**src/rtl/bin_to_bcd_digits.sv**
```systemverilog
// bin_to_bcd_digits: sequential shift-and-add-3 binary to four BCD digits.
// Optional HEX_BYPASS_EN adds hex_mode to show raw nibbles without conversion.
module bin_to_bcd_digits #(
    parameter int BIN_W = 14
) (
    input  logic             clk,
    input  logic             rst_n,
    input  logic             start,
    input  logic [BIN_W-1:0] bin,
`ifdef HEX_BYPASS_EN
    input  logic             hex_mode,
`endif
    output logic             busy,
    output logic             done,
    output logic             overflow,
    output logic [3:0]       d0,
    output logic [3:0]       d1,
    output logic [3:0]       d2,
    output logic [3:0]       d3
);
    localparam int SR_W = 16 + BIN_W;
    localparam int CW = $clog2(BIN_W);
    localparam logic [CW-1:0] LAST = CW'(BIN_W - 1);

    typedef enum logic [1:0] {IDLE, CONV, DONE} state_t;

    state_t          state_q, state_d;
    logic [SR_W-1:0] sr_q, sr_d;
    logic [CW-1:0]   cnt_q, cnt_d;
    logic            ovf_pend_q, ovf_pend_d;
    logic            overflow_q, overflow_d;
    logic [15:0]     dig_q, dig_d;
    logic [15:0]     bcd_adj;
    logic [SR_W-1:0] sr_shift;
    logic            bin_big;

    assign bin_big = 32'(bin) > 32'd9999;

    // Add-3 correction on each BCD nibble before the shift.
    always_comb begin
        bcd_adj = '0;
        for (int i = 0; i < 4; i++) begin
            if (sr_q[BIN_W+4*i +: 4] >= 4'd5)
                bcd_adj[4*i +: 4] = sr_q[BIN_W+4*i +: 4] + 4'd3;
            else
                bcd_adj[4*i +: 4] = sr_q[BIN_W+4*i +: 4];
        end
    end

    assign sr_shift = {bcd_adj[14:0], sr_q[BIN_W-1:0], 1'b0};

    always_comb begin
        state_d    = state_q;
        sr_d       = sr_q;
        cnt_d      = cnt_q;
        ovf_pend_d = ovf_pend_q;
        overflow_d = overflow_q;
        dig_d      = dig_q;
        unique case (state_q)
            IDLE, DONE: begin
                state_d = IDLE;
                if (start) begin
                    state_d    = CONV;
                    sr_d       = SR_W'(bin);
                    cnt_d      = '0;
                    ovf_pend_d = bin_big;
`ifdef HEX_BYPASS_EN
                    if (hex_mode) begin
                        state_d    = DONE;
                        ovf_pend_d = 1'b0;
                        overflow_d = 1'b0;
                        dig_d      = 16'(bin);
                    end
`endif
                end
            end
            CONV: begin
                sr_d  = sr_shift;
                cnt_d = cnt_q + 1'b1;
                if (cnt_q == LAST) begin
                    state_d    = DONE;
                    overflow_d = ovf_pend_q;
                    dig_d      = ovf_pend_q ? 16'h9999 : sr_shift[SR_W-1 -: 16];
                end
            end
            default: state_d = IDLE;
        endcase
    end

    always_ff @(posedge clk or negedge rst_n) begin
        if (!rst_n) begin
            state_q    <= IDLE;
            sr_q       <= '0;
            cnt_q      <= '0;
            ovf_pend_q <= 1'b0;
            overflow_q <= 1'b0;
            dig_q      <= '0;
        end else begin
            state_q    <= state_d;
            sr_q       <= sr_d;
            cnt_q      <= cnt_d;
            ovf_pend_q <= ovf_pend_d;
            overflow_q <= overflow_d;
            dig_q      <= dig_d;
        end
    end

    assign busy     = (state_q == CONV);
    assign done     = (state_q == DONE);
    assign overflow = overflow_q;
    assign d0       = dig_q[3:0];
    assign d1       = dig_q[7:4];
    assign d2       = dig_q[11:8];
    assign d3       = dig_q[15:12];

endmodule

```
**config.mk**
```make
export PLATFORM = sky130hd
export DESIGN_NAME = bin_to_bcd_digits
export DESIGN_NICKNAME = d
export VERILOG_FILES = /design/src/rtl/bin_to_bcd_digits.sv
export SDC_FILE = /design/constraint.sdc
export NUM_CORES = 1
export LEC_CHECK = 0
export ABC_AREA = 1
export CAP_MARGIN = 25
export CELL_PAD_IN_SITES_DETAIL_PLACEMENT = 1
export CELL_PAD_IN_SITES_GLOBAL_PLACEMENT = 1
export CORE_MARGIN = 5
export CORE_UTILIZATION = 40
export DETAILED_ROUTE_END_ITERATION = 8
export GPL_TIMING_DRIVEN = 0
export PLACE_DENSITY = 0.87
export SYNTH_ARGS = -nofsm -noshare
export SYNTH_HDL_FRONTEND = slang
export SYNTH_SLANG_ARGS = --single-unit
```
**constraint.sdc**
```tcl
create_clock -name clk -period 3.3 [get_ports clk]
set_clock_uncertainty 0.05 [all_clocks]
set_input_delay 0.66 -clock clk [delete_from_list [all_inputs] [get_ports clk]]
set_output_delay 0.66 -clock clk [all_outputs]
set_load 0.02 [all_outputs]
```
==> results.py <==
metrics = {
    "worst_setup_path": {
        "arrival_ns": 2.08,
        "cp-start-kind": "register",
        "r2r_end": "dig_q[6]$_DFFE_PN0P_",
        "rr_startpoint": "cnt_q[1]$_DFFE_PN0P_",
        "cp_data_required_time_ns": 2.59,
        "ff2ff_setup_slack_ns": 1.62,
        "crit_type": "register to output port",
        "cp_max_fo": 10,
        "reg2reg_depth": 8,
        "cp-end-kind": "output port",
    },
    "cells_and_area": {
        "drive_above_1_share_pct": 7.20,
        "layout.area.seq_sq_mm": 0.00135,
        "stdcell_count": 438,
        "layout.nets": 388,
        "multi_input_area_sq_mm": 0.00105,
        "antennaDiodeCount": 0,
        "nFillCells": 799,
        "syn2layout_area_growth_pct": 20.5,
        "layout_common_cells": "nand2_1, dfrtp_1, inv_1",
        "layout_commonest_cell": "nand2_1",
    },
    "cts": {
        "htree_levels": 2,
        "cts_tree": "done",
        "cts_hold_buf": 0,
        "cts_setup_buffers": 0,
        "clkTransAtPathRegs_ns": 0.10,
        "clkLatencyLatePin_ns": 0.31,
        "root_buffer": "clkbuf_8",
        "numCtsBuffers": 5,
        "cts_sinks": 54,
        "cts_buffer_depth": 2,
        "cts_resized": 0,
    },
    "global_route": {
        "grt.overflow.total": 0,
        "antenna_found_initial": 0,
        "grt_pass1_wl_um": 11000,
        "grt_pass1_vias": 2364,
        "grt_max_degree": 32,
        "grtUsageTotal_pct": 16.1,
    },
    "timing": {
        "max_freq_ghz": 0.358,
        "setup_viol": 0,
        "setup_tns_ns": 0,
        "worstMarginPinSlew_ns": 0.579,
        "finalHoldViolations": 0,
        "post-route-period-util_pct": 84.6,
        "fin_crit_ns": 2.79,
        "slew_headroom_pct": 61.4,
        "rsz0062_at_grt": "no",
        "finalMaxSlewViolations": 0,
    },
    "synthesis": {
        "synth_warnings": 0,
        "ys_types": 23,
        "synth_cells": 318,
        "avgSynthCellArea_sq_um": 8.31,
        "synthesis.nets": 345,
        "synth_seq_area_share_pct": 51.1,
        "synth_seq_cells": 54,
        "netlist_area_sq_mm": 0.00264,
    },
    "detailed_routing": {
        "post_drt_wl_per_cell_um": 14.5,
        "dr.pass1.iters": 4,
        "drt_iter0_drc": 69,
        "viasPerCell": 5.13,
        "drt_drc_violations_left": 0,
        "drtAntennaViolNets": 0,
        "num_vias": 2249,
        "routed_wl_um": 6370,
    },
    "run": {
        "cap_viol_max_count": 0,
    },
    "run_status": {
        "outcome": "complete, no violations",
    },
    "floorplanning": {
        "core_region_area_sq_mm": 0.00639,
        "fp.dieW_um": 91.3,
        "ioPinCount": 36,
        "die_y_um": 91.3,
        "initial_core_util_pct": 41.4,
        "die_area_sq_mm": 0.00833,
        "num_rows": 29,
    },
    "pwr": {
        "powerDensity_mw_per_mm2": 999,
        "leakage_nw": 1.61,
        "peakVddDrop_uv": 411,
    },
    "placement": {
        "place_congestion": 0.774,
        "placedCellCount": 431,
        "io_buffers": 35,
        "dp.final_hpwl_um": 4870,
    },
    "worst_hold_path": {
        "hp-class": "input port to asynchronous set/reset pin",
    },
}
registers in the layout, summed over array words and instances, names as in the netlist:
register / cells
cnt_q: 4
ovf_pend_q: 1
overflow: 1
dig_q: 16
sr_q: 30
state_q: 2
logic make-up (layout without fill, tap and decap cells):
group                    after synthesis  after routing  synth area share, %
adder cells (fa/ha/maj)               10             10                 4.73
XOR/XNOR                               1              1                0.331
AND/OR/NAND/NOR                      159            159                 25.8
AO/OA/AOI/OAI                         37             37                 9.04
flip-flops                            54             54                 51.1
buffers and inverters                 57            100                 8.95
cells in the mapped netlist:
cell      number  share of area [%]
inv_2          2               0.28
ha_1          10                4.7
buf_2          3               0.57
o221ai_1      11                3.6
nand3_1       37                7.0
nor3_4         1               0.62
o211ai_1       2               0.57
buf_1          1               0.14
nand2_2        2               0.47
nand2_4        1               0.43
o21ai_0       10                1.9
buf_4          3               0.85
inv_1         46                6.5
or2_2          3               0.71
nand3_2        1               0.38
xnor2_1        1               0.33
clkbuf_1       1               0.14
dfrtp_1       54                 51
nand2_1       93                 13
nor2_1        21                3.0
a21oi_1        8                1.5
buf_6          1               0.43
o22ai_1        6                1.4
per-stage QoR:
step | util (%) | area, sq um | power [mW] | worst slack [ns] | hold WS (ns)
final | 49.8 | 3180 | 3.18 | 0.508 | 0.280
after global routing | 49.8 | 3180 | 3.47 | 0.391 | 0.337
after CTS | 49.8 | 3180 | 3.22 | 0.483 | 0.300
after detailed placement | 48.6 | 3100 | 2.86 | 0.854 | 0.419
after global placement | 48.4 | 3090 | 2.73 | -0.146 | 0.413
after floorplan | - | 2640 | 2.26 | 1.64 | 0.314
critical path: stages, from the launching register on:
cell             delay [ns]
dfrtp_1                0.38
inv_1                  0.08
nand2_2                0.09
buf_2                  0.20
inv_2                  0.16
buf_4                  0.22
clkdlybuf4s50_1        0.62
per-layer routing:
layer / vias up / global-route usage (%) / wire length, um
li1: 1109 / - / -
met1: 1092 / 19.1 / 2740
met2: 40 / 29.8 / 3300
met3: 8 / 2.98 / 255
met4: 0 / 4.03 / 80
met5: - / 0 / 0
where the power goes:
part           total [mW]  internal (mW)  switching (mW)
Combinational        1.65          0.641            1.01
Sequential           1.18          0.981           0.194
Clock               0.358          0.143           0.215
Total                3.18           1.77            1.42
layout make-up:
type	count	share of cell area, %
timing repair buffer	36	11.5
buffer	9	1.77
sequential	54	42.5
clock buffer	5	2.16
inverter	48	5.66
clock inverter	2	0.314
multi-input combinational	207	33.1
tap	77	3.03
worst max path at each step:
stage	start	end	slack, ns	depth (start not counted)
floorplan	state_q[1]$_DFFE_PN0P_	busy	1.64	5
global placement	rst_n	sr_q[12]$_DFFE_PN0P_	-0.15	1
detailed placement	state_q[1]$_DFFE_PN0P_	busy	0.85	6
CTS	state_q[1]$_DFFE_PN0P_	busy	0.48	6
global route	state_q[1]$_DFFE_PN0P_	busy	0.39	6
finish	state_q[1]$_DFFE_PN0P_	busy	0.51	6
No activity file was read; power rests on OpenSTA's default activity.
